==> src/rtl/fir_pkg.sv <==
// Shared constants, state type and helpers for the DAC-path interpolating FIR
// and the MAC datapath it shares with the planned decimator.
package fir_pkg;

  localparam int unsigned TAPS_DEF = 16;

  // Symmetric low-pass prototype; polyphase branch p uses taps p, p+L, p+2L, ...
  localparam int COEF [0:TAPS_DEF-1] = '{
    311, 469, 917, 1582, 2352, 3091, 3671, 3990,
    3990, 3671, 3091, 2352, 1582, 917, 469, 311
  };

  // Sum of each polyphase branch (L = 4), i.e. the per-phase DC gain in coefficient units.
  localparam int PHASE_DC [0:3] = '{8235, 8148, 8148, 8235};

  typedef enum logic [1:0] {
    IDLE,
    MAC,
    OUT
  } t_interp_state;

  function automatic int unsigned clog2(input int unsigned v);
    int unsigned r;
    r = 0;
    for (longint unsigned x = 1; x < longint'(v); x = x << 1) begin
      r++;
    end
    return r;
  endfunction

endpackage

==> src/rtl/fir_mac_unit.sv <==
// Signed multiply-accumulate slice: one product register feeding a clearable
// accumulator, so the multiplier and adder sit in separate pipeline stages.
module fir_mac_unit #(
  parameter int unsigned A_W   = 16,
  parameter int unsigned B_W   = 16,
  parameter int unsigned ACC_W = 34
) (
  input  logic                    clk_i,
  input  logic                    rst_ni,
  input  logic                    clr_i,
  input  logic                    en_i,
  input  logic                    add_i,
  input  logic signed [A_W-1:0]   a_i,
  input  logic signed [B_W-1:0]   b_i,
  output logic signed [ACC_W-1:0] acc_o
);

  logic signed [A_W+B_W-1:0] prod_q, prod_d;
  logic signed [ACC_W-1:0]   acc_q, acc_d;

  always_comb begin
    prod_d = prod_q;
    if (en_i) begin
      prod_d = a_i * b_i;
    end

    // Clear takes priority so a new sum can start while the product stage loads.
    acc_d = acc_q;
    if (clr_i) begin
      acc_d = '0;
    end else if (add_i) begin
      acc_d = acc_q + ACC_W'(prod_q);
    end
  end

  always_ff @(posedge clk_i or negedge rst_ni) begin
    if (!rst_ni) begin
      prod_q <= '0;
      acc_q  <= '0;
    end else begin
      prod_q <= prod_d;
      acc_q  <= acc_d;
    end
  end

  assign acc_o = acc_q;

endmodule

==> src/rtl/fir_interp_dac.sv <==
// Polyphase 1:L interpolating FIR for the DAC path: each accepted sample yields
// L rounded, saturated DAC codes computed on a single time-shared MAC.
module fir_interp_dac
  import fir_pkg::*;
#(
  parameter int unsigned TAPS       = 16,
  parameter int unsigned L          = 4,
  parameter int unsigned DIN_W      = 16,
  parameter int unsigned DOUT_W     = 14,
  parameter int unsigned COEF_W     = 16,
  parameter int unsigned SHIFT      = 13,
  parameter int unsigned OFFSET_BIN = 0
) (
  input  logic                    clk,
  input  logic                    n_rst,
  input  logic signed [DIN_W-1:0] din,
  input  logic                    din_valid,
  output logic                    din_ready,
  output logic [DOUT_W-1:0]       dout,
  output logic                    dout_valid,
  input  logic                    dout_ready,
  output logic                    sat
);

  localparam int unsigned N_M    = TAPS / L;
  localparam int unsigned PROD_W = DIN_W + COEF_W;
  localparam int unsigned ACC_W  = PROD_W + clog2(N_M);
  localparam int unsigned CNT_W  = clog2(N_M + 2);
  localparam int unsigned P_W    = (L > 1) ? clog2(L) : 1;

  localparam logic [CNT_W-1:0] CNT_LAST = CNT_W'(N_M + 1);
  localparam logic [P_W-1:0]   P_LAST   = P_W'(L - 1);

  localparam logic signed [ACC_W:0] HALF    = (ACC_W + 1)'(1) <<< (SHIFT - 1);
  localparam logic signed [ACC_W:0] SAT_MAX = (ACC_W + 1)'((1 << (DOUT_W - 1)) - 1);
  localparam logic signed [ACC_W:0] SAT_MIN = (ACC_W + 1)'(-(1 << (DOUT_W - 1)));

  t_interp_state           state_q, state_d;
  logic [P_W-1:0]          p_q, p_d;
  logic [CNT_W-1:0]        cnt_q, cnt_d;
  logic signed [DIN_W-1:0] hist_q [N_M];
  logic signed [DIN_W-1:0] hist_d [N_M];
  logic                    din_ready_q, din_ready_d;
  logic [DOUT_W-1:0]       dout_q, dout_d;
  logic                    dout_valid_q, dout_valid_d;
  logic                    sat_q, sat_d;

  logic                     mac_clr, mac_en, mac_add;
  logic signed [DIN_W-1:0]  mac_a;
  logic signed [COEF_W-1:0] mac_b;
  logic signed [ACC_W-1:0]  acc;
  logic signed [ACC_W:0]    rnd, shifted;
  logic [DOUT_W-1:0]        code;
  logic                     clip;

  fir_mac_unit #(
    .A_W   (DIN_W),
    .B_W   (COEF_W),
    .ACC_W (ACC_W)
  ) u_mac (
    .clk_i  (clk),
    .rst_ni (n_rst),
    .clr_i  (mac_clr),
    .en_i   (mac_en),
    .add_i  (mac_add),
    .a_i    (mac_a),
    .b_i    (mac_b),
    .acc_o  (acc)
  );

  // Tap m of phase p pairs hist[m] with h[p + L*m]; cnt_q walks m.
  always_comb begin
    mac_a = '0;
    mac_b = '0;
    for (int unsigned m = 0; m < N_M; m++) begin
      if (cnt_q == CNT_W'(m)) begin
        mac_a = hist_q[m];
        mac_b = COEF_W'(COEF[int'(p_q) + int'(L * m)]);
      end
    end
  end

  always_comb begin
    rnd     = (ACC_W + 1)'(acc) + HALF;
    shifted = rnd >>> SHIFT;
    clip    = 1'b0;
    code    = shifted[DOUT_W-1:0];
    if (shifted > SAT_MAX) begin
      code = {1'b0, {(DOUT_W - 1){1'b1}}};
      clip = 1'b1;
    end else if (shifted < SAT_MIN) begin
      code = {1'b1, {(DOUT_W - 1){1'b0}}};
      clip = 1'b1;
    end
    if (OFFSET_BIN != 0) begin
      code[DOUT_W-1] = ~code[DOUT_W-1];
    end
  end

  always_comb begin
    state_d      = state_q;
    p_d          = p_q;
    cnt_d        = cnt_q;
    hist_d       = hist_q;
    din_ready_d  = din_ready_q;
    dout_d       = dout_q;
    dout_valid_d = dout_valid_q;
    sat_d        = 1'b0;
    mac_clr      = 1'b0;
    mac_en       = 1'b0;
    mac_add      = 1'b0;

    case (state_q)
      IDLE: begin
        din_ready_d = 1'b1;
        if (din_valid && din_ready_q) begin
          for (int unsigned m = N_M - 1; m > 0; m--) begin
            hist_d[m] = hist_q[m-1];
          end
          hist_d[0]   = din;
          p_d         = '0;
          cnt_d       = '0;
          din_ready_d = 1'b0;
          state_d     = MAC;
        end
      end

      // cnt 0..N_M-1 loads products, 1..N_M accumulates, N_M+1 registers the code.
      MAC: begin
        mac_clr = (cnt_q == '0);
        mac_en  = (cnt_q < CNT_W'(N_M));
        mac_add = (cnt_q != '0) && (cnt_q <= CNT_W'(N_M));
        cnt_d   = cnt_q + CNT_W'(1);
        if (cnt_q == CNT_LAST) begin
          dout_d       = code;
          dout_valid_d = 1'b1;
          sat_d        = clip;
          state_d      = OUT;
        end
      end

      OUT: begin
        if (dout_ready) begin
          dout_valid_d = 1'b0;
          if (p_q == P_LAST) begin
            din_ready_d = 1'b1;
            state_d     = IDLE;
          end else begin
            p_d     = p_q + P_W'(1);
            cnt_d   = '0;
            state_d = MAC;
          end
        end
      end

      default: state_d = IDLE;
    endcase
  end

  always_ff @(posedge clk or negedge n_rst) begin
    if (!n_rst) begin
      state_q      <= IDLE;
      p_q          <= '0;
      cnt_q        <= '0;
      din_ready_q  <= 1'b0;
      dout_q       <= '0;
      dout_valid_q <= 1'b0;
      sat_q        <= 1'b0;
      for (int unsigned m = 0; m < N_M; m++) begin
        hist_q[m] <= '0;
      end
    end else begin
      state_q      <= state_d;
      p_q          <= p_d;
      cnt_q        <= cnt_d;
      din_ready_q  <= din_ready_d;
      dout_q       <= dout_d;
      dout_valid_q <= dout_valid_d;
      sat_q        <= sat_d;
      hist_q       <= hist_d;
    end
  end

  assign din_ready  = din_ready_q;
  assign dout       = dout_q;
  assign dout_valid = dout_valid_q;
  assign sat        = sat_q;

endmodule

==> config.mk <==
export PLATFORM = sky130hd
export DESIGN_NAME = fir_interp_dac
export DESIGN_NICKNAME = d
export VERILOG_FILES = /design/src/rtl/fir_pkg.sv /design/src/rtl/fir_mac_unit.sv /design/src/rtl/fir_interp_dac.sv
export SDC_FILE = /design/constraint.sdc
export NUM_CORES = 1
export LEC_CHECK = 0
export ABC_AREA = 1
export CORE_MARGIN = 2
export CORE_UTILIZATION = 40
export DETAILED_ROUTE_END_ITERATION = 6
export GPL_TIMING_DRIVEN = 0
export MAX_ROUTING_LAYER = met4
export PLACE_DENSITY = 0.57
export SLEW_MARGIN = 20
export SYNTH_ARGS = -nofsm -noshare
export SYNTH_HDL_FRONTEND = slang
export SYNTH_SLANG_ARGS = --single-unit
==> constraint.sdc <==
create_clock -name clk -period 7.15 [get_ports clk]
set_input_delay 1.0725 -clock clk [delete_from_list [all_inputs] [get_ports clk]]
set_output_delay 1.0725 -clock clk [all_outputs]
set_load 0.02 [all_outputs]
Word level (Yosys, flattened, before mapping)

Memory sizes are Yosys's and may differ from the RTL's.
Index checks and enable logic that the tools add are counted.

Add/sub/neg operators: 7
Multiply operators: 1
$lt $le $gt $ge: 8
Equality and inequality tests: 12
Mux-type cells: 47
Bitwise logic cells: 4
Reduce and logical (&&, ||, !) cells: 16

Operator list:

| cell                                                               | count |
|---|---|
| 2-to-1 mux 16 bit                                                  | 16 |
| greater-or-equal comparator 32 x 5 -> 1 bit, second input constant | 4 |
| 2-to-1 mux 34 bit                                                  | 2 |
| NOT 5 -> 32 bit                                                    | 2 |
| adder 34 x 14 -> 35 bit, second input constant                     | 1 |
| adder 34 x 32 -> 34 bit                                            | 1 |
| multiplier 16 x 16 -> 32 bit                                       | 1 |
| NOT 2 -> 32 bit                                                    | 1 |
| NOT 4 -> 32 bit                                                    | 1 |
| 2-to-1 mux 14 bit                                                  | 2 |
| greater-than comparator 22 x 14 -> 1 bit, second input constant    | 1 |
| less-than comparator 22 x 14 -> 1 bit, second input constant       | 1 |
| 2-to-1 mux 1 bit                                                   | 13 |
| 2-to-1 mux 2 bit                                                   | 6 |
| adder 2 x 4 -> 5 bit, second input constant                        | 2 |
| != test 2 bit, second input constant                               | 5 |
| 2-to-1 mux 3 bit                                                   | 3 |
| case mux 3 bit (3 select lines)                                    | 1 |
| AND reduction 3 bit                                                | 3 |
| AND reduction 4 bit                                                | 2 |
| == test 3 x 2 -> 1 bit, second input constant                      | 2 |
| case mux 2 bit (3 select lines)                                    | 1 |
| nonzero test 2 bit                                                 | 3 |
| nonzero test 3 bit                                                 | 2 |
| 15 further kinds                                                   | 19 |

Register bits after elaboration: 154
ROM bits: 2048
Bits of input ports: 20
Output and inout bits: 17
Logic and storage cells: 112
Memories: 4

Memory list:

| name            | depth | bits a word | rd ports | clocked after Yosys merged registers in | wr ports | RTL line             | source |
|---|---|---|---|---|---|---|---|
| (no name shown) | 16    | 32          | 1        | 0                                       | 0        | fir_interp_dac.sv:78 | `mac_b = COEF_W'(COEF[int'(p_q) + int'(L * m)]);` |
| (no name shown) | 16    | 32          | 1        | 0                                       | 0        | fir_interp_dac.sv:78 |  |
| (no name shown) | 16    | 32          | 1        | 0                                       | 0        | fir_interp_dac.sv:78 |  |
| (no name shown) | 16    | 32          | 1        | 0                                       | 0        | fir_interp_dac.sv:78 |  |

Depth between registers and ports, before layout

Gate-level depths: netlist of the first run.

Word-level depth: 9
Depth in mapped cells: 36
Mapped depth without buffers: 35

Modules after synthesis

A second synthesis of the first run with hierarchy kept.

Cells, all modules: 2797
Area, all modules: 20365.8 um^2

By module, submodules not included:

| module         | instances | cells each | area each (um^2) | seq. area each (um^2) |
|---|---|---|---|---|
| fir_mac_unit   | 1         | 2160       | 15448.6          | 1651.6 |
| fir_interp_dac | 1         | 637        | 4917.2           | 2202.1 |

Worst setup path before layout of the first run

OpenSTA, ideal clock, no wires.

Path kind: flip-flop to flip-flop
Start: reg cnt_q[0]
End: reg u_mac.prod_q[31]
Library setup time: 130 ps
Arrival time: 6666 ps
Data required time: 7020 ps
Slack: 354 ps
Cell stages (with the launch flop): 29
Buffers on the path: 0
Period minus slack after synthesis: 6796 ps
Cells stage by stage: dfrtp_1 -> inv_1 -> ha_1 -> ha_1 -> inv_1 -> nor2_1 -> nor2_1 -> a21oi_1 -> clkinv_1 -> nor2_1 -> fa_1 -> inv_1 -> fa_1 -> inv_1 -> fa_1 -> fa_1 -> fa_1 -> inv_1 -> fa_1 -> inv_1 -> ha_1 -> nand2_1 -> nor2_1 -> inv_1 -> nor3_1 -> nand2_1 -> nand2_1 -> xor2_1 -> o21ai_1

Longest elaborated chain between the ends: 6
Elaborated cells on any way between the ends: 15
Those cells by class: mul: 1; order compare: 1; eq/ne: 3; mux: 9; reduce/logical: 1

RTL lines:

| item                            | RTL line              | source |
|---|---|---|
| start, declared                 | fir_interp_dac.sv:40  | `logic [CNT_W-1:0] cnt_q, cnt_d;` |
| start signal, assigned          | fir_interp_dac.sv:175 | `cnt_q <= cnt_d;` |
| logical NOT 3 bit               | fir_interp_dac.sv:76  | `if (cnt_q == CNT_W'(m)) begin` |
| 2-to-1 mux 16 bit (4 in series) | fir_interp_dac.sv:76  |  |
| multiplier 16 x 16 -> 32 bit    | fir_mac_unit.sv:24    | `prod_d = a_i * b_i;` |
| end signal, assigned            | fir_mac_unit.sv:41    | `prod_q <= prod_d;` |
| end, declared                   | fir_mac_unit.sv:18    | `logic signed [A_W+B_W-1:0] prod_q, prod_d;` |

Several ways; a longest one is shown, not always the timed one.
A chain may end at the register's enable or synchronous reset.

Final worst setup path of the first run

Start: reg p_q[1]
End: reg u_mac.prod_q[30]

Longest elaborated chain between the ends: 9
Elaborated cells on any way between the ends: 24
Those cells by class: add/sub: 3; mul: 1; mux: 12; bitwise: 4; memory: 4

RTL lines:

| item                                                                                      | RTL line                                   | source |
|---|---|---|
| start, declared                                                                           | fir_interp_dac.sv:39                       | `logic [P_W-1:0] p_q, p_d;` |
| start signal, assigned                                                                    | fir_interp_dac.sv:174                      | `p_q <= p_d;` |
| adder 2 x 3 -> 4 bit / NOT 2 -> 32 bit (equally long branches)                            | fir_interp_dac.sv:78                       |  |
| NOT 4 -> 32 bit (not written as such) / memory read (16 x 32 bit) (equally long branches) | n/a                                        |  |
| memory read (16 x 32 bit) / 2-to-1 mux 16 bit (equally long branches)                     | n/a                                        |  |
| 2-to-1 mux 16 bit (not written as such)                                                   | fir_interp_dac.sv:78                       |  |
| 2-to-1 mux 16 bit (on tied branches)                                                      | fir_interp_dac.sv:78, fir_interp_dac.sv:76 |  |
| 2-to-1 mux 16 bit (2 in series)                                                           | fir_interp_dac.sv:76                       |  |
| 2-to-1 mux 16 bit *                                                                       | fir_interp_dac.sv:76                       |  |
| multiplier 16 x 16 -> 32 bit *                                                            | fir_mac_unit.sv:24                         |  |

Every way passes the cells marked *; elsewhere a longest branch is shown, timed or not. The select of a mux whose other input is x is not followed.

==> out/metrics.yaml, run 1 <==
drive_above_1_share: 0.125
post_synth_inst_count: 2337
path_clk_slew_ps: 60
r2r_cells: 26
area.growth.synth_to_final_pct: 18.0
cp.arrival_ps: 7350
path_depth: 26
core-area_um2: 43300
drtIter0Drc: 982
die_x_um: 214
numCtsBuffers: 17
synth-seq-cells: 154
num_rows: 76
most-common-layout-cells: "sky130_fd_sc_hd__nand2_1 (486), sky130_fd_sc_hd__inv_1 (449), sky130_fd_sc_hd__nor2_1 (258), sky130_fd_sc_hd__fa_1 (182), sky130_fd_sc_hd__dfrtp_1 (152)"
netlist-cell-type-count: 51
post_dp_cell_area_um2: 18800
pin_count_of_the_biggest_net_entering_global_routing: 89
io-pin-count: 37
r2r_path_end: "u_mac.prod_q[30]"
dr_total_vias: 15503
numPortBuffers: 36
period_share: 0.973
final.fill_count: 4305
postSynth.topFlopCell: "sky130_fd_sc_hd__dfrtp_1"
crit_path_max_incr_delay_ps: 570
vias_in_the_first_global_route: 15952
grt_first_pass_wirelength_mm: 85.9
worst_hold_end: "hist_q[8]"
globalRoute.totalOverflow: 0
dp_hpwl_mm: 44.1
synth-edff-count: 0
worst-endpoint-required_ps: 7540
insertedDiodeCount: 0
ys_async_sr_fraction: 1.00
cts_htree_levels: 4
endpoint_kind: "register"
reg2reg_setup_slack_ps: 190
route.final.wire_length_mm: 54.1
mostFrequentLayoutCell: "sky130_fd_sc_hd__nand2_1"
initial_utilization: 0.408
timing.critical_path.slowest_stage_cell: "sky130_fd_sc_hd__fa_1"
period_needed_ps: 6960
postSynthAreaPerCell_um2: 7.55
setup-violations-final: 0
startpoint_of_the_most_critical_hold_path: "hist_q[8]"
timing.critical_path.from_type: "register"
fin_nets: 2798
postSynthNetCount: 2689
synthesis.yosys.warnings: 0
dp_cells: 2959
achievable-frequency_mhz: 144
outcome: "completed"
holdCritPathClass: "reg -> reg"
synth_seq_area_share: 0.218
holdBufCountCts: 0
drc: 0
worst_path_most_repeated_cell: "sky130_fd_sc_hd__fa_1"
final_max_slew_viol_count: 0
yosysTopAreaCell: "sky130_fd_sc_hd__dfrtp_1"
slew_headroom: 0.446
cts_root_buffer: "sky130_fd_sc_hd__clkbuf_16"
dieHeight_um: 214
wl_per_cell_um: 17.8
critPathMaxFanout: 10
antenna_found_initial: 0
drt.antenna.violating_nets: 0
yosys.area.top_type_share: 0.218
timing.setup.critical_path_class: "reg -> reg"
worst_clock_skew_ps: 12.6
clkLatencyLatePin_ps: 460
placer_s_final_routability_congestion_estimate: 0.977
yosys-top-cells-area: "sky130_fd_sc_hd__dfrtp_1 (22%), sky130_fd_sc_hd__fa_1 (22%), sky130_fd_sc_hd__nand2_1 (11%), sky130_fd_sc_hd__inv_1 (10%), sky130_fd_sc_hd__ha_1 (9.9%)"
timing.rr.start: "p_q[1]"
final_cell_area_um2: 20800
layout.cells.non_filler: 3043
worst_slew_pin_slew_ps: 826
drtPass1Iterations: 6
final_hold_viol_count: 0
floorplan.die_area_um2: 45800
netlist_area_before_placement_um2: 17600
critical-path-top-delay-family: "adder cells"
cts-root-to-sink-buffers: 2
cts_tree: "done"
unrepaired_setup_endpoints_after_global_routing: "yes"
track_usage: 0.246
worst_hold_path.num_cells: 2
clock_sink_count: 154
viasPerCell: 5.09
critical_path_buf_inv_count: 6
max_cap_viol_count: 0
-- per-layer routing --
metal  share of wire  wire length (µm)  GRT usage
met5               0                 0          -
met4           0.040              2190     0.0970
met1            0.41             22400      0.287
met2            0.51             27600      0.434
met3           0.036              1960     0.0280
-- worst reg2reg max path, stage by stage (launching register included) --
cell and delay [ps]:
sky130_fd_sc_hd__dfrtp_1 430, sky130_fd_sc_hd__inv_1 160, sky130_fd_sc_hd__ha_1 450, sky130_fd_sc_hd__a31oi_1 130, sky130_fd_sc_hd__o21ai_0 180, sky130_fd_sc_hd__a31oi_4 220, sky130_fd_sc_hd__inv_2 200, sky130_fd_sc_hd__clkbuf_4 260
sky130_fd_sc_hd__nand2_1 90, sky130_fd_sc_hd__fa_1 480, sky130_fd_sc_hd__inv_1 50, sky130_fd_sc_hd__fa_1 450, sky130_fd_sc_hd__fa_1 570, sky130_fd_sc_hd__fa_1 440, sky130_fd_sc_hd__fa_1 550, sky130_fd_sc_hd__inv_1 50
sky130_fd_sc_hd__fa_1 520, sky130_fd_sc_hd__inv_1 40, sky130_fd_sc_hd__ha_1 380, sky130_fd_sc_hd__a21oi_2 200, sky130_fd_sc_hd__o21ai_1 170, sky130_fd_sc_hd__a21oi_2 200, sky130_fd_sc_hd__nand3_4 130, sky130_fd_sc_hd__a21oi_2 170
sky130_fd_sc_hd__xor2_1 190, sky130_fd_sc_hd__nand2_1 90, sky130_fd_sc_hd__nand2_1 70
-- how the worst max path moves through the flow --
stage,from,to,slack (ps)
finish,p_q[1],u_mac.prod_q[30],190
global placement,n_rst,hist_q[34],-1480
global route,cnt_q[0],u_mac.prod_q[30],-70
detailed placement,cnt_q[0],u_mac.prod_q[31],-1340
floorplan,cnt_q[0],u_mac.prod_q[31],350
CTS,cnt_q[2],u_mac.prod_q[23],5
-- metrics by stage --
stage                     utilization  hold WS, ps  TNS [ps]  setup WS, ps
final                           0.481          489         0           191
after global routing            0.481          508      -336         -73.5
after CTS                       0.459          491         0          5.47
after detailed placement        0.434          469    -17850         -1340
after global placement          0.433          465   -241710         -1480
after floorplan                     -          446         0           354
-- logic make-up (layout without fill, tap and decap cells) --
group | count (synthesis) | after routing | synth area share
flops | 154 | 154 | 0.218
xor+xnor | 30 | 30 | 0.0149
mux | 1 | 1 | 0.000567
compound gates | 365 | 366 | 0.121
fa+ha+maj | 332 | 332 | 0.317
buf+inv | 526 | 646 | 0.114
simple gates | 929 | 929 | 0.214
-- synth_stat cells, types with 2 or more instances --
library cell                  n
sky130_fd_sc_hd__nand4_1     11
sky130_fd_sc_hd__clkinv_1     2
sky130_fd_sc_hd__nand3b_1     3
sky130_fd_sc_hd__inv_1      471
sky130_fd_sc_hd__nor2_4       4
sky130_fd_sc_hd__nor2_2       6
sky130_fd_sc_hd__a21o_1       7
sky130_fd_sc_hd__o221ai_1     2
sky130_fd_sc_hd__fa_1       192
sky130_fd_sc_hd__xor2_1      20
sky130_fd_sc_hd__a21boi_0     2
sky130_fd_sc_hd__nor3_1      21
sky130_fd_sc_hd__nor2_1     279
sky130_fd_sc_hd__buf_6        2
sky130_fd_sc_hd__nor4_1       2
sky130_fd_sc_hd__a21oi_2     13
sky130_fd_sc_hd__a22oi_1     11
sky130_fd_sc_hd__a31oi_1      6
sky130_fd_sc_hd__a32o_1       5
sky130_fd_sc_hd__buf_1        3
sky130_fd_sc_hd__ha_1       140
sky130_fd_sc_hd__o22ai_1      4
sky130_fd_sc_hd__nand2_1    505
sky130_fd_sc_hd__xnor2_1     10
sky130_fd_sc_hd__clkbuf_1    31
sky130_fd_sc_hd__o21ai_2      7
sky130_fd_sc_hd__o31ai_1      3
sky130_fd_sc_hd__o2111ai_1    4
sky130_fd_sc_hd__buf_2       12
sky130_fd_sc_hd__nand3_1     76
sky130_fd_sc_hd__inv_2        4
sky130_fd_sc_hd__o21ai_0    129
sky130_fd_sc_hd__a21oi_4      4
sky130_fd_sc_hd__dfrtp_1    154
sky130_fd_sc_hd__o21bai_1     6
sky130_fd_sc_hd__or2_2       12
sky130_fd_sc_hd__o21ai_1      8
sky130_fd_sc_hd__o211ai_1    12
sky130_fd_sc_hd__a21oi_1    131
sky130_fd_sc_hd__o21a_1       7
sky130_fd_sc_hd__nor3_2       2
sky130_fd_sc_hd__nand2_2      5
-- area by class of cell --
type | instances | area (µm²) | share of cell area
well taps | 585 | 732 | 0.0352
inverters | 477 | 1830 | 0.0879
plain buffers | 49 | 315 | 0.0152
flip-flops and latches | 154 | 3860 | 0.185
clock inverters | 10 | 140 | 0.00674
clock buffers | 21 | 470 | 0.0226
repair buffers | 89 | 872 | 0.0419
multi-input cells | 1658 | 12600 | 0.605
-- timing repair --
action	4_1_cts	5_1_grt
buffers inserted	22	28
resized for setup	94	168
cloned	0	3
pin swaps	15	49
endpoints found under the hold margin	0	0
setup endpoints to repair	21	20
-- flip-flops by register name, summed over array words and instances (netlist names) --
| name | count |
|---|---|
| p_q | 2 |
| u_mac.acc_o | 34 |
| dout | 14 |
| hist_q | 64 |
| din_ready | 1 |
| u_mac.prod_q | 32 |
| dout_valid | 1 |
| state_q | 2 |
| sat | 1 |
| cnt_q | 3 |
Power of run 1 is left out: the tool's default activity adds up to more than one toggle a clock period on the data nets, which glitch-free logic cannot reach.
==> run 2: changes to the inputs <==
--- a/config.mk
+++ b/config.mk
@@ -7,11 +7,12 @@
 export LEC_CHECK = 0
 export ABC_AREA = 1
 export CORE_MARGIN = 2
-export CORE_UTILIZATION = 40
+export CORE_UTILIZATION = 50
 export DETAILED_ROUTE_END_ITERATION = 6
 export GPL_TIMING_DRIVEN = 0
 export MAX_ROUTING_LAYER = met4
-export PLACE_DENSITY = 0.57
+export PLACE_DENSITY = 0.69
+export SKIP_CTS_REPAIR_TIMING = 1
 export SLEW_MARGIN = 20
 export SYNTH_ARGS = -nofsm -noshare
 export SYNTH_HDL_FRONTEND = slang
==> out/metrics.yaml, run 2 (synthesized netlist as in run 1, its figures left out) <==
grt_first_pass_wirelength_mm: 82.6  # -3.8%
holdCritPathClass: "reg -> reg"
track_usage: 0.303  # +0.0565
insertedDiodeCount: 0  # unchanged
postLayoutSetupSlackWorst_ps: 107  # -84.4 ps
timing.critical_path.from_type: "register"
cts-root-to-sink-buffers: 2  # unchanged
globalRoute.totalOverflow: 0  # unchanged
route.final.wire_length_mm: 52.6  # -2.7%
pin_count_of_the_biggest_net_entering_global_routing: 92  # +3.4%
outcome: "completed"
endpoint_kind: "register"
critPathMaxFanout: 7  # -3
startpoint_of_the_most_critical_hold_path: "dout[13]"
max_cap_viol_count: 0  # unchanged
critPathLaunch: "cnt_q[0]"
timing.critical_path.slowest_stage_cell: "sky130_fd_sc_hd__fa_2"
cts_tree: "done"
numCtsBuffers: 17  # unchanged
reg2reg_setup_slack_ps: 110  # -80 ps
core-area_um2: 34600  # -20%
numPortBuffers: 36  # unchanged
r2r_path_end: "u_mac.prod_q[31]"
io-pin-count: 37  # unchanged
vias_in_the_first_global_route: 15906  # -0.29%
viasPerCell: 5.36  # +5.3%
dr_total_vias: 15676  # +1.1%
drtIter0Drc: 1063  # +8.2%
worst_slew_pin_slew_ps: 790  # -35.8 ps
die_x_um: 192  # -10%
drive_above_1_share: 0.127  # +0.00233
wl_met2_mm: 26.2  # -4.8%
post_dp_cell_area_um2: 18600  # -0.87%
achievable-frequency_mhz: 142  # -1.2%
layout.core_utilization: 0.593  # +0.112
wl_per_cell_um: 18.0  # +1.3%
fin_nets: 2807  # +0.32%
dp_hpwl_mm: 42.5  # -3.6%
route.layer.met1.wl_mm: 21.5  # -3.8%
worst_path_most_repeated_cell: "sky130_fd_sc_hd__fa_1"
placer_s_final_routability_congestion_estimate: 1.03  # +5.0%
largest_register_ff_count: 64  # unchanged
largest_register: "hist_q"
mostFrequentLayoutCell: "sky130_fd_sc_hd__nand2_1"
antenna_found_initial: 0  # unchanged
place_ws_ps: -1470  # -126 ps
timing.setup.critical_path_class: "reg -> reg"
aggregate_negative_setup_slack_ps: 0  # unchanged
setup-violations-final: 0  # unchanged
r2r_cells: 30  # +15%
dieHeight_um: 192  # -10%
slew_headroom: 0.470  # +0.0240
worst_clock_skew_ps: 11.9  # -0.640 ps
period_share: 0.985  # +0.0118
clkLatencyLatePin_ps: 460  # about the same
num_rows: 68  # -11%
initial_utilization: 0.509  # +0.102
highest_layer: "met4"
worst-endpoint-required_ps: 7480  # -60 ps
drc: 0  # unchanged
worst_hold_path.num_cells: 2  # unchanged
period_needed_ps: 7040  # +84.4 ps
clock_sink_count: 154  # unchanged
cp.arrival_ps: 7370  # +20 ps
most-common-layout-cells: "sky130_fd_sc_hd__nand2_1 (488), sky130_fd_sc_hd__inv_1 (447), sky130_fd_sc_hd__nor2_1 (256), sky130_fd_sc_hd__fa_1 (185), sky130_fd_sc_hd__dfrtp_1 (152)"
worst_hold_end: "dout[13]"
drtPass1Iterations: 6  # unchanged
timing.rr.start: "cnt_q[0]"
final_cell_area_um2: 20500  # -1.4%
area.growth.synth_to_final_pct: 16.3
metal3_wl_mm: 2.19  # +12%
cts_htree_levels: 4  # unchanged
path_clk_slew_ps: 60  # about the same
final_hold_viol_count: 0  # unchanged
drt.antenna.violating_nets: 0  # unchanged
cts_root_buffer: "sky130_fd_sc_hd__clkbuf_16"
floorplan.die_area_um2: 36800  # -20%
final_max_slew_viol_count: 0  # unchanged
crit_path_max_incr_delay_ps: 620  # +50 ps
## run 2: cell count changes in the layout (fill, tap and decap cells not counted), moves of 4 or more
cell	change
sky130_fd_sc_hd__o21ai_4	-4
sky130_fd_sc_hd__buf_4	+11
sky130_fd_sc_hd__clkinvlp_4	+7
sky130_fd_sc_hd__inv_2	+4
sky130_fd_sc_hd__buf_6	+5
## run 2: per-stage QoR
step	hold WS (ps)	std cells
2_1_floorplan	446	2337
3_3_place_gp	463	2828
3_5_place_dp	475	2829
4_1_cts	491	2861
5_1_grt	515	2923
6_report	484	2923
## run 2: layout make-up
class / instances / area [µm²]
clock inverters: 11 / 86.3
inverters: 477 / 1830
multi-input cells: 1658 / 12500
repair buffers: 98 / 855
plain buffers: 49 / 328
clock buffers: 21 / 480
fillers: 3190 / 14100
well taps: 455 / 569
flip-flops and latches: 154 / 3860
## run 2: layer usage
layer | GRT usage | vias up
li1 | - | 7511
met1 | 0.362 | 7531
met2 | 0.512 | 495
met3 | 0.0347 | 139
met4 | 0.143 | 0
met5 | - | -
## run 2: worst max path at each step
stage,endpoint,cells past startpoint
CTS,u_mac.prod_q[31],28
detailed placement,u_mac.prod_q[31],28
floorplan,u_mac.prod_q[31],28
global route,u_mac.prod_q[31],28
finish,u_mac.prod_q[31],30
global placement,u_mac.prod_q[31],28
## run 2: critical path, delay by kind of cell (launching register included)
family                   cells  cell delay, ps
AO/OA/AOI/OAI                5            1040
buffers and inverters        8             770
adder cells (fa/ha/maj)      8            3610
flip-flops                   1             440
AND/OR/NAND/NOR              8             800
XOR/XNOR                     1             210
Power of run 2 is left out for the same reason.
==> run 3: changes to the inputs <==
--- a/config.mk
+++ b/config.mk
@@ -11,7 +11,7 @@
 export DETAILED_ROUTE_END_ITERATION = 6
 export GPL_TIMING_DRIVEN = 0
 export MAX_ROUTING_LAYER = met4
-export PLACE_DENSITY = 0.69
+export PLACE_DENSITY_LB_ADDON = 0.15
 export SKIP_CTS_REPAIR_TIMING = 1
 export SLEW_MARGIN = 20
 export SYNTH_ARGS = -nofsm -noshare
==> out/metrics.yaml, run 3 (synthesized netlist as in run 1, its figures left out) <==
holdWs_ps: 486  # +1.89 ps
dieHeight_um: 192  # unchanged
unrepaired_setup_endpoints_after_global_routing: "yes"
period_share: 0.987  # +0.00148
mostFrequentLayoutCell: "sky130_fd_sc_hd__nand2_1"
pin_count_of_the_biggest_net_entering_global_routing: 89  # -3.3%
worst_slew_pin_slew_ps: 814  # +23.9 ps
path_clk_slew_ps: 70  # about the same
drt.antenna.violating_nets: 0  # unchanged
num_rows: 68  # unchanged
area.growth.synth_to_final_pct: 15.5
clock_sink_count: 154  # unchanged
cts-root-to-sink-buffers: 2  # unchanged
largest_register: "hist_q"
dr_total_vias: 15469  # -1.3%
wl_per_cell_um: 18.2  # +1.3%
critPathMaxFanout: 10  # +3
timing.critical_path.slowest_stage_cell: "sky130_fd_sc_hd__fa_2"
cts_tree: "done"
die_x_um: 192  # unchanged
worst_clock_skew_ps: 11.4  # -0.543 ps
critical_path_buf_inv_count: 8  # unchanged
numCtsBuffers: 17  # unchanged
largest_register_ff_count: 64  # unchanged
slew_headroom: 0.457  # -0.0130
drtIter0Drc: 889  # -16%
route.final.wire_length_mm: 53.2  # +1.0%
io-pin-count: 37  # unchanged
grt_first_pass_wirelength_mm: 84.6  # +2.3%
globalRoute.totalOverflow: 0  # unchanged
endpoint_kind: "register"
drc: 0  # unchanged
cp.arrival_ps: 7450  # +80 ps
viasPerCell: 5.31  # -1.0%
cts_root_buffer: "sky130_fd_sc_hd__clkbuf_16"
placer_s_final_routability_congestion_estimate: 1.02  # -0.19%
holdCritPathClass: "reg -> reg"
worst_path_most_repeated_cell: "sky130_fd_sc_hd__fa_1"
floorplan.die_area_um2: 36800  # unchanged
final_hold_viol_count: 0  # unchanged
timing.critical_path.from_type: "register"
initial_utilization: 0.509  # unchanged
crit_path_max_incr_delay_ps: 620  # about the same
most-common-layout-cells: "sky130_fd_sc_hd__nand2_1 (495), sky130_fd_sc_hd__inv_1 (451), sky130_fd_sc_hd__nor2_1 (260), sky130_fd_sc_hd__fa_1 (185), sky130_fd_sc_hd__dfrtp_1 (153)"
max_cap_viol_count: 0  # unchanged
cts_htree_levels: 4  # unchanged
final.fill_count: 3224  # +1.1%
layout.core_utilization: 0.588  # -0.00444
core-area_um2: 34600  # unchanged
final_max_slew_viol_count: 0  # unchanged
antenna_found_initial: 0  # unchanged
outcome: "completed"
period_needed_ps: 7050  # +10.6 ps
insertedDiodeCount: 0  # unchanged
numPortBuffers: 36  # unchanged
critical-path-top-delay-family: "adder cells"
clkLatencyLatePin_ps: 460  # about the same
setup-violations-final: 0  # unchanged
drtPass1Iterations: 6  # unchanged
dp_hpwl_mm: 43.2  # +1.7%
track_usage: 0.312  # +0.00871
timing.setup.critical_path_class: "reg -> reg"
drive_above_1_share: 0.112  # -0.0150
worst-endpoint-required_ps: 7540  # +60 ps
achievable-frequency_mhz: 142  # -0.15%
fin_nets: 2800  # -0.25%
vias_in_the_first_global_route: 15729  # -1.1%
run 3: cell types whose count changed in the layout (fill, tap and decap cells not counted), sizes merged:
| cell | previous run | this run |
|---|---|---|
| buf | 82 | 74 |
| bufinv | 0 | 3 |
| clkinvlp | 7 | 5 |
| clkinv | 4 | 3 |
| inv | 477 | 478 |
| o21ai | 145 | 144 |
run 3: worst min-delay path, delay by kind of cell, from the launching register on:
kind,cells,cell delay [ps]
AND/OR/NAND/NOR,2,100
flip-flops,1,350
run 3: final timing paths:
kind	from	end	slack [ps]	depth (start not counted)
min	dout_valid	dout_valid	490	2
max reg2reg	cnt_q[0]	u_mac.prod_q[30]	100	28
max	cnt_q[0]	u_mac.prod_q[30]	100	28
min in group asynchronous	n_rst	u_mac.acc_o[28]	550	1
min reg2reg	dout_valid	dout_valid	490	2
max in group asynchronous	n_rst	hist_q[2]	5740	2
run 3: layer usage:
| layer | track usage | share of wire |
|---|---|---|
| met5 | - | 0 |
| met2 | 0.537 | 0.51 |
| met4 | 0.103 | 0.032 |
| met3 | 0.0369 | 0.039 |
| met1 | 0.381 | 0.42 |
run 3: metrics by stage:
step / instances / setup TNS [ps] / area, µm² / setup slack [ps]
4_1_cts: 2860 / -21890 / 19200 / -1530
2_1_floorplan: 2337 / 0 / 17600 / 354
5_1_grt: 2915 / -685 / 20400 / -124
6_report: 2915 / 0 / 20400 / 96.1
3_5_place_dp: 2829 / -20790 / 18600 / -1480
3_3_place_gp: 2828 / -241200 / 18600 / -1450
run 3: area by class of cell:
class                   count  area (µm²)  area share
plain buffers              49         309      0.0152
clock buffers              19         453      0.0222
clock inverters            12         165     0.00811
inverters                 477        1820      0.0893
multi-input cells        1657       12400       0.607
flip-flops and latches    154        3850       0.189
well taps                 455         569      0.0280
repair buffers             92         845      0.0415
Power of run 3 is left out for the same reason.
